### src/rtl/lbdr_pkg.sv
`default_nettype none
// ============================================================================
// Module   : lbdr_pkg
// Purpose  : Shared definitions for the LBDR routing unit. It holds the flit
//            type codes, the port index enum, the FSM state type, the reset
//            values of the configuration registers, and a one-hot helper.
// Revision : 1.0 - initial release
// ============================================================================
package lbdr_pkg;

    // Flit type codes at the head of the input FIFO
    localparam logic [2:0] C_FLIT_HEADER = 3'b001;
    localparam logic [2:0] C_FLIT_BODY   = 3'b010;
    localparam logic [2:0] C_FLIT_TAIL   = 3'b100;

    // Output port indices; the bit positions in req/grant/out_sel follow these
    typedef enum logic [2:0] {
        P_N = 3'd0,
        P_E = 3'd1,
        P_W = 3'd2,
        P_S = 3'd3,
        P_L = 3'd4
    } port_idx_t;

    typedef enum logic [1:0] {
        ST_IDLE = 2'd0,
        ST_REQ  = 2'd1,
        ST_XFER = 2'd2,
        ST_DROP = 2'd3
    } state_t;

    // Configuration register reset values
    localparam logic [7:0] C_CFG_RXY_DEF      = 8'h3C;
    localparam logic [3:0] C_CFG_CX_DEF       = 4'hF;
    localparam logic [3:0] C_CFG_DR_EN_DEF    = 4'h0;
    localparam logic [7:0] C_CFG_DR_DEF       = 8'h00;
    localparam int         C_CFG_CUR_ADDR_DEF = 5;

    // One-hot 5-bit port vector for a port index
    function automatic logic [4:0] port_onehot(input logic [2:0] idx);
        return 5'(5'b00001 << idx);
    endfunction

endpackage : lbdr_pkg
`default_nettype wire

### src/rtl/lbdr_route_logic.sv
`default_nettype none
// ============================================================================
// Module   : lbdr_route_logic
// Purpose  : Combinational LBDR route computation. It returns the minimal
//            route, or a single deroute port when every minimal port is
//            blocked.
// Ports    : i_rxy        routing bits {Rsw,Rse,Rws,Rwn,Res,Ren,Rnw,Rne}
//            i_cx         connectivity {Cs,Cw,Ce,Cn}
//            i_dr_en      deroute enable {S,W,E,N}
//            i_dr         2-bit deroute port index per direction {S,W,E,N}
//            i_cur_addr   this router's address {y,x}
//            i_dst_addr   packet destination {y,x}
//            o_route      requested ports {L,S,W,E,N}
//            o_unroutable no legal port exists
// Revision : 1.0 - initial release
// ============================================================================
module lbdr_route_logic
    import lbdr_pkg::*;
#(
    parameter int X_W    = 2,
    parameter int Y_W    = 2,
    parameter int ADDR_W = X_W + Y_W
) (
    input  logic [7:0]        i_rxy,
    input  logic [3:0]        i_cx,
    input  logic [3:0]        i_dr_en,
    input  logic [7:0]        i_dr,
    input  logic [ADDR_W-1:0] i_cur_addr,
    input  logic [ADDR_W-1:0] i_dst_addr,
    output logic [4:0]        o_route,
    output logic              o_unroutable
);

    logic [X_W-1:0] w_x_cur, w_x_dst;
    logic [Y_W-1:0] w_y_cur, w_y_dst;
    logic           w_n1, w_e1, w_w1, w_s1;
    logic           w_n, w_e, w_w, w_s, w_l;
    logic [3:0]     w_min;
    logic [1:0]     w_prim;
    logic [1:0]     w_dr_idx;
    logic           w_dr_ok;

    assign w_x_cur = i_cur_addr[X_W-1:0];
    assign w_x_dst = i_dst_addr[X_W-1:0];
    assign w_y_cur = i_cur_addr[ADDR_W-1:X_W];
    assign w_y_dst = i_dst_addr[ADDR_W-1:X_W];

    // North is towards decreasing y, east towards increasing x
    assign w_n1 = (w_y_dst < w_y_cur);
    assign w_s1 = (w_y_cur < w_y_dst);
    assign w_e1 = (w_x_cur < w_x_dst);
    assign w_w1 = (w_x_dst < w_x_cur);

    assign w_n = ((w_n1 & ~w_e1 & ~w_w1) | (w_n1 & w_e1 & i_rxy[0]) | (w_n1 & w_w1 & i_rxy[1])) & i_cx[0];
    assign w_e = ((w_e1 & ~w_n1 & ~w_s1) | (w_e1 & w_n1 & i_rxy[2]) | (w_e1 & w_s1 & i_rxy[3])) & i_cx[1];
    assign w_w = ((w_w1 & ~w_n1 & ~w_s1) | (w_w1 & w_n1 & i_rxy[4]) | (w_w1 & w_s1 & i_rxy[5])) & i_cx[2];
    assign w_s = ((w_s1 & ~w_e1 & ~w_w1) | (w_s1 & w_e1 & i_rxy[6]) | (w_s1 & w_w1 & i_rxy[7])) & i_cx[3];
    assign w_l = ~(w_n1 | w_e1 | w_w1 | w_s1);

    assign w_min = {w_s, w_w, w_e, w_n};

    // The primary direction is the first productive direction in N,E,W,S order.
    // Its index matches both the dr_en bit and the 2-bit slot in i_dr.
    always_comb begin
        w_prim = 2'd3;
        if (w_n1) begin
            w_prim = 2'd0;
        end else if (w_e1) begin
            w_prim = 2'd1;
        end else if (w_w1) begin
            w_prim = 2'd2;
        end
    end

    assign w_dr_idx = i_dr[{w_prim, 1'b0} +: 2];
    assign w_dr_ok  = i_dr_en[w_prim] & i_cx[w_dr_idx];

    always_comb begin
        o_route = 5'b00000;
        if (w_l) begin
            o_route = port_onehot(P_L);
        end else if (|w_min) begin
            o_route = {1'b0, w_min};
        end else if (w_dr_ok) begin
            o_route = port_onehot({1'b0, w_dr_idx});
        end
    end

    assign o_unroutable = ~(|o_route);

endmodule : lbdr_route_logic
`default_nettype wire

### src/rtl/lbdr_dr_router.sv
`default_nettype none
// ============================================================================
// Module   : lbdr_dr_router
// Purpose  : LBDR routing unit with deroutes for one mesh input port. It
//            routes each HEADER once, holds the request until the switch
//            allocator grants it, and keeps the granted port until the TAIL
//            flit is popped.
// Ports    : clk, rst (async active-low)
//            cfg_we/cfg_rxy/cfg_cx/cfg_dr_en/cfg_dr/cfg_cur_addr  config write
//            empty/flit_id/dst_addr/flit_pop   input FIFO head
//            grant                             allocator grant {L,S,W,E,N}
//            req                               allocator request (multi-hot)
//            out_sel                           one-hot held output port
//            route_err                         1-cycle unroutable pulse
// Revision : 1.0 - initial release
// ============================================================================
module lbdr_dr_router
    import lbdr_pkg::*;
#(
    parameter int X_W    = 2,
    parameter int Y_W    = 2,
    parameter int ADDR_W = X_W + Y_W
) (
    input  logic              clk,
    input  logic              rst,
    input  logic              cfg_we,
    input  logic [7:0]        cfg_rxy,
    input  logic [3:0]        cfg_cx,
    input  logic [3:0]        cfg_dr_en,
    input  logic [7:0]        cfg_dr,
    input  logic [ADDR_W-1:0] cfg_cur_addr,
    input  logic              empty,
    input  logic [2:0]        flit_id,
    input  logic [ADDR_W-1:0] dst_addr,
    input  logic              flit_pop,
    input  logic [4:0]        grant,
    output logic [4:0]        req,
    output logic [4:0]        out_sel,
    output logic              route_err
);

    state_t            r_state, w_state_nxt;
    logic [4:0]        r_req, w_req_nxt;
    logic [4:0]        r_out_sel, w_out_sel_nxt;
    logic              r_route_err, w_route_err_nxt;
    logic              w_cfg_load;

    logic [7:0]        r_cfg_rxy;
    logic [3:0]        r_cfg_cx;
    logic [3:0]        r_cfg_dr_en;
    logic [7:0]        r_cfg_dr;
    logic [ADDR_W-1:0] r_cfg_cur_addr;

    logic [4:0]        w_route;
    logic              w_unroutable;
    logic              w_hdr;
    logic              w_tail_pop;
    logic [4:0]        w_gvalid;
    logic [4:0]        w_gpick;

    lbdr_route_logic #(
        .X_W    (X_W),
        .Y_W    (Y_W),
        .ADDR_W (ADDR_W)
    ) u_route (
        .i_rxy        (r_cfg_rxy),
        .i_cx         (r_cfg_cx),
        .i_dr_en      (r_cfg_dr_en),
        .i_dr         (r_cfg_dr),
        .i_cur_addr   (r_cfg_cur_addr),
        .i_dst_addr   (dst_addr),
        .o_route      (w_route),
        .o_unroutable (w_unroutable)
    );

    assign w_hdr      = ~empty & (flit_id == C_FLIT_HEADER);
    // A pop while the FIFO reports empty is illegal and ignored
    assign w_tail_pop = flit_pop & ~empty & (flit_id == C_FLIT_TAIL);

    // Only grants for requested ports count; the lowest index wins (x & -x)
    assign w_gvalid = grant & r_req;
    assign w_gpick  = w_gvalid & (~w_gvalid + 5'd1);

    always_ff @(posedge clk or negedge rst) begin
        if (!rst) begin
            r_state     <= ST_IDLE;
            r_req       <= 5'b00000;
            r_out_sel   <= 5'b00000;
            r_route_err <= 1'b0;
        end else begin
            r_state     <= w_state_nxt;
            r_req       <= w_req_nxt;
            r_out_sel   <= w_out_sel_nxt;
            r_route_err <= w_route_err_nxt;
        end
    end

    always_comb begin
        w_state_nxt     = r_state;
        w_req_nxt       = r_req;
        w_out_sel_nxt   = r_out_sel;
        w_route_err_nxt = 1'b0;
        w_cfg_load      = 1'b0;
        case (r_state)
            ST_IDLE: begin
                w_req_nxt     = 5'b00000;
                w_out_sel_nxt = 5'b00000;
                w_cfg_load    = cfg_we;
                if (w_hdr) begin
                    // The route uses the registered config, so a same-cycle write does not affect it
                    if (w_unroutable) begin
                        w_route_err_nxt = 1'b1;
                        w_state_nxt     = ST_DROP;
                    end else begin
                        w_req_nxt   = w_route;
                        w_state_nxt = ST_REQ;
                    end
                end
            end
            ST_REQ: begin
                if (|w_gvalid) begin
                    w_out_sel_nxt = w_gpick;
                    w_req_nxt     = 5'b00000;
                    w_state_nxt   = ST_XFER;
                end
            end
            ST_XFER: begin
                w_req_nxt = 5'b00000;
                if (w_tail_pop) begin
                    w_out_sel_nxt = 5'b00000;
                    w_state_nxt   = ST_IDLE;
                end
            end
            ST_DROP: begin
                w_req_nxt     = 5'b00000;
                w_out_sel_nxt = 5'b00000;
                if (w_tail_pop) begin
                    w_state_nxt = ST_IDLE;
                end
            end
            default: begin
                w_state_nxt   = ST_IDLE;
                w_req_nxt     = 5'b00000;
                w_out_sel_nxt = 5'b00000;
            end
        endcase
    end

    always_ff @(posedge clk or negedge rst) begin
        if (!rst) begin
            r_cfg_rxy      <= C_CFG_RXY_DEF;
            r_cfg_cx       <= C_CFG_CX_DEF;
            r_cfg_dr_en    <= C_CFG_DR_EN_DEF;
            r_cfg_dr       <= C_CFG_DR_DEF;
            r_cfg_cur_addr <= ADDR_W'(C_CFG_CUR_ADDR_DEF);
        end else if (w_cfg_load) begin
            r_cfg_rxy      <= cfg_rxy;
            r_cfg_cx       <= cfg_cx;
            r_cfg_dr_en    <= cfg_dr_en;
            r_cfg_dr       <= cfg_dr;
            r_cfg_cur_addr <= cfg_cur_addr;
        end
    end

    assign req       = r_req;
    assign out_sel   = r_out_sel;
    assign route_err = r_route_err;

endmodule : lbdr_dr_router
`default_nettype wire
### config.mk
export PLATFORM = sky130hd
export DESIGN_NAME = lbdr_dr_router
export DESIGN_NICKNAME = d
export VERILOG_FILES = /design/src/rtl/lbdr_pkg.sv /design/src/rtl/lbdr_route_logic.sv /design/src/rtl/lbdr_dr_router.sv
export SDC_FILE = /design/constraint.sdc
export NUM_CORES = 1
export LEC_CHECK = 0
export CORE_MARGIN = 4
export CORE_UTILIZATION = 40
export CTS_CLUSTER_SIZE = 14
export DETAILED_ROUTE_END_ITERATION = 8
export GPL_TIMING_DRIVEN = 0
export PLACE_DENSITY = 0.68
export SYNTH_ARGS = -nofsm -noshare
export SYNTH_HDL_FRONTEND = slang
export SYNTH_SLANG_ARGS = --single-unit
### constraint.sdc
create_clock -name clk -period 4.61 [get_ports clk]
set_clock_uncertainty 0.2 [all_clocks]
set_input_delay 0.6915 -clock clk [delete_from_list [all_inputs] [get_ports clk]]
set_output_delay 0.6915 -clock clk [all_outputs]
set_load 0.03 [all_outputs]
==> tab_implementation.tex <==
\begin{tabular}{lr}
\hline
Metric & Value \\
\hline
\multicolumn{2}{l}{\textbf{Logic synthesis}} \\
Area share of fa/ha/maj cells after synthesis & 2.34\% \\
Cell types with the largest area share after synthesis & sky130\_fd\_sc\_hd\_\_dfrtp\_1 36\%, sky130\_fd\_sc\_hd\_\_mux2\_2 13\%, sky130\_fd\_sc\_hd\_\_dfstp\_2 12\% \\
Top-count cell post-synth & sky130\_fd\_sc\_hd\_\_dfrtp\_1 \\
Proportion of register bits with asynchronous set or reset after synthesis & 100\% \\
Yosys reg bits & 41 \\
Combinational family with the most area after synthesis & compound AO/OA/AOI/OAI gates \\
Post-synthesis cell area & 0.00214 mm2 \\
Post-synthesis mux area share & 13.6\% \\
Post-Synthesis Cells & 195 \\
Leading area contributor after synthesis & sky130\_fd\_sc\_hd\_\_dfrtp\_1 \\
Synth top cells by count & 31 x sky130\_fd\_sc\_hd\_\_dfrtp\_1, 27 x sky130\_fd\_sc\_hd\_\_nand2\_1, 25 x sky130\_fd\_sc\_hd\_\_mux2\_2 \\
Number of synthesized flops with an enable pin & 0 \\
Net count after synthesis & 244 \\
Xor and xnor fraction of the mapped netlist area & 0\% \\
Simple-gate share of the synthesized area & 14.6\% \\
Most used flip-flop cell after synthesis & sky130\_fd\_sc\_hd\_\_dfrtp\_1 \\
YS warnings & 0 \\
Sequential area share after synthesis & 48.6\% \\
Top cell type's share of synthesized area & 36.3\% \\
Average footprint of a synthesized cell & 11.0 um2 \\
Number of distinct library cells after synthesis & 46 \\
Compound-cell area share of the yosys netlist & 17.7\% \\
\multicolumn{2}{l}{\textbf{Power and ir drop}} \\
Worst voltage drop across the vdd grid & 0.246 mV \\
Standby leakage power & 1.17 nW \\
Pwr Density & 543 mW/mm2 \\
\multicolumn{2}{l}{\textbf{Setup path}} \\
Crit path launch type & input pin \\
Critical path capture point type & register \\
Reg2Reg Depth & 8 \\
CP arrival & 3.61 ns \\
CP required & 4.65 ns \\
Critical path class & input pin to register \\
Largest fanout on the critical path & 8 \\
\multicolumn{2}{l}{\textbf{Clock tree}} \\
Number of instances resized during post-cts repair & 0 \\
Number of CTS-inserted buffers & 5 \\
Clock tree root buffer cell & sky130\_fd\_sc\_hd\_\_clkbuf\_8 \\
Setup Fix Bufs, Post-CTS & 0 \\
Clk slew on worst S/H paths & 0.08 ns \\
\# clock sinks & 41 \\
Hold Buf Count CTS & 0 \\
H-Tree Level Count & 2 \\
Clk Latency, worst-skew pair & 0.29 ns \\
TritonCTS clock tree & built \\
Largest buffer count on any clock path & 2 \\
\multicolumn{2}{l}{\textbf{Detailed routing}} \\
Post-route DRC & 0 \\
Vias & 1,688 \\
DR WL/cell & 14.3 um \\
Via density per instance & 5.13 \\
Number of design-rule violations left by the first detailed-router iteration & 47 \\
Post-DRT Antenna Nets & 0 \\
TritonRoute pass-1 iters & 4 \\
Aggregate routed wire length & 4700 um \\
\multicolumn{2}{l}{\textbf{Cells and area}} \\
Final cell count without fillers & 329 \\
Layout cells sized above 1 & 22.0\% \\
Number of diodes & 0 \\
Total of fill cells in the finished design & 514 \\
Layout Area Growth over Synthesis & 35.4\% \\
Number of nets in the finished design & 307 \\
Multi-input gate area & 0.00103 mm2 \\
Register area & 0.00104 mm2 \\
Layout Utilization & 56.3\% \\
\multicolumn{2}{l}{\textbf{Global routing}} \\
Overall global routing resource usage & 15.6\% \\
Largest net degree at the start of global routing & 23 \\
Via count of the first global-routing pass & 1,618 \\
Number of antenna violations at the first check in global routing & 0 \\
Global-route wire length before repair & 7850 um \\
Global route overflow & 0 \\
\multicolumn{2}{l}{\textbf{Floorplan}} \\
DIE HEIGHT & 81.1 um \\
Starting density of the core & 41.6\% \\
Floorplan core area & 0.00514 mm2 \\
Horizontal die dimension & 81.1 um \\
Boundary Pins & 56 \\
Rows & 26 \\
Die Outline Area & 0.00658 mm2 \\
\multicolumn{2}{l}{\textbf{Timing}} \\
Timing-limited maximum frequency & 0.280 GHz \\
Period utilisation layout & 77.5\% \\
Setup repair after global routing missed its margin & false \\
Remaining max-slew budget at the tightest pin & 60.1\% \\
Hold\_ws & 0.159 ns \\
Total setup violations reported at the end of the flow & 0 \\
Final Hold Violating Endpoints & 0 \\
Post-route setup slack & 1.04 ns \\
Clock period minus worst slack & 3.57 ns \\
Setup Total Neg Slack & 0 ns \\
Actual slew at the worst max-slew pin & 0.599 ns \\
Final count of pins violating max slew & 0 \\
\multicolumn{2}{l}{\textbf{Outcome}} \\
Result of the run & finished, final reports clean \\
\multicolumn{2}{l}{\textbf{Hold path}} \\
Worst hold-check path type & input pin to async pin \\
\multicolumn{2}{l}{\textbf{Placement}} \\
IO buf count & 55 \\
Pre-CTS setup slack & 0.751 ns \\
Dpl cells & 321 \\
Placer congestion estimate & 0.789 \\
Detail Placement HPWL & 3810 um \\
\multicolumn{2}{l}{\textbf{Job}} \\
Maximum capacitance violations & 0 \\
\hline
\end{tabular}
==> metal layers <==
metal  share of wire (%)  track usage [%]  routed length, um  up-vias
met1                  45             20.2               2110      801
met5                   0                0                  0        -
met2                  49             25.7               2300       47
li1                    -                -                  -      834
met4                0.83             3.55                 39        0
met3                 5.3             4.66                251        6
==> stage by stage <==
step | power [mW] | instance area [um2]
2_1_floorplan | 1.14 | 2140
5_1_grt | 1.71 | 2890
6_report | 1.57 | 2890
4_1_cts | 1.59 | 2890
3_3_place_gp | 1.32 | 2780
3_5_place_dp | 1.34 | 2800
==> power breakdown <==
group / switching (mW) / internal, mW / total (mW)
Clock: 0.123 / 0.121 / 0.245
Combinational: 0.372 / 0.344 / 0.717
Sequential: 0.0854 / 0.524 / 0.609
Total: 0.581 / 0.990 / 1.57
==> layout by cell type, fill, tap and decap left out, types with 4 or more instances in the layout <==
master,count
sky130_fd_sc_hd__a21oi_1,6
sky130_fd_sc_hd__clkbuf_1,4
sky130_fd_sc_hd__clkbuf_8,6
sky130_fd_sc_hd__clkdlybuf4s50_1,54
sky130_fd_sc_hd__dfrtp_1,31
sky130_fd_sc_hd__dfstp_2,10
sky130_fd_sc_hd__ha_1,4
sky130_fd_sc_hd__inv_1,11
sky130_fd_sc_hd__mux2_2,25
sky130_fd_sc_hd__nand2_1,27
sky130_fd_sc_hd__nand3_1,4
sky130_fd_sc_hd__nor2_1,8
sky130_fd_sc_hd__nor2b_1,5
sky130_fd_sc_hd__o21ai_0,16
==> cell type report <==
cell class              count  area share, %
plain buffers               5          0.908
clock buffers               6           2.85
clock inverters             2          0.476
inverters                  11           1.43
multi-input cells         138           35.6
flip-flops and latches     41           35.9
well taps                  70           3.03
repair buffers             56           19.8
==> cell families (layout without fill, tap and decap cells) <==
group	after synthesis	after routing
AO/OA/AOI/OAI	47	47
flip-flops	41	41
multiplexers	26	26
adder cells (fa/ha/maj)	4	4
buffers and inverters	16	80
AND/OR/NAND/NOR	61	61
==> path summary, 6_finish.rpt <==
| path | start | to | slack [ns] |
|---|---|---|---|
| worst min register to register | out_sel[1]$_DFFE_PN0P_ | out_sel[1]$_DFFE_PN0P_ | 0.28 |
| worst max-delay path | dst_addr[1] | route_err$_DFF_PN0_ | 1.04 |
| worst min-delay path | rst | r_cfg_cur_addr[3]$_DFFE_PN0P_ | 0.16 |
| min in group clk | out_sel[1]$_DFFE_PN0P_ | out_sel[1]$_DFFE_PN0P_ | 0.28 |
| max in group asynchronous | rst | r_cfg_rxy[3]$_DFFE_PN1P_ | 3.50 |
| worst max register to register | r_cfg_cur_addr[1]$_DFFE_PN0P_ | route_err$_DFF_PN0_ | 1.54 |
==> sequential cells by signal (all words and copies together) (netlist names) <==
signal          count
route_err           1
r_cfg_rxy           8
r_cfg_dr_en         4
out_sel             5
r_cfg_dr            8
r_state             2
req                 5
r_cfg_cur_addr      4
r_cfg_cx            4
==> worst max-delay path, cell delays in order <==
cell                              delay (ns)
sky130_fd_sc_hd__clkdlybuf4s50_1        0.45
sky130_fd_sc_hd__inv_1                  0.04
sky130_fd_sc_hd__ha_1                   0.39
sky130_fd_sc_hd__and2b_1                0.22
sky130_fd_sc_hd__or2_2                  0.30
sky130_fd_sc_hd__o21a_1                 0.17
sky130_fd_sc_hd__a22oi_1                0.36
sky130_fd_sc_hd__mux2_2                 0.42
sky130_fd_sc_hd__a2111oi_4              0.37
sky130_fd_sc_hd__and2_2                 0.19
No activity file was read; power rests on OpenSTA's default activity.
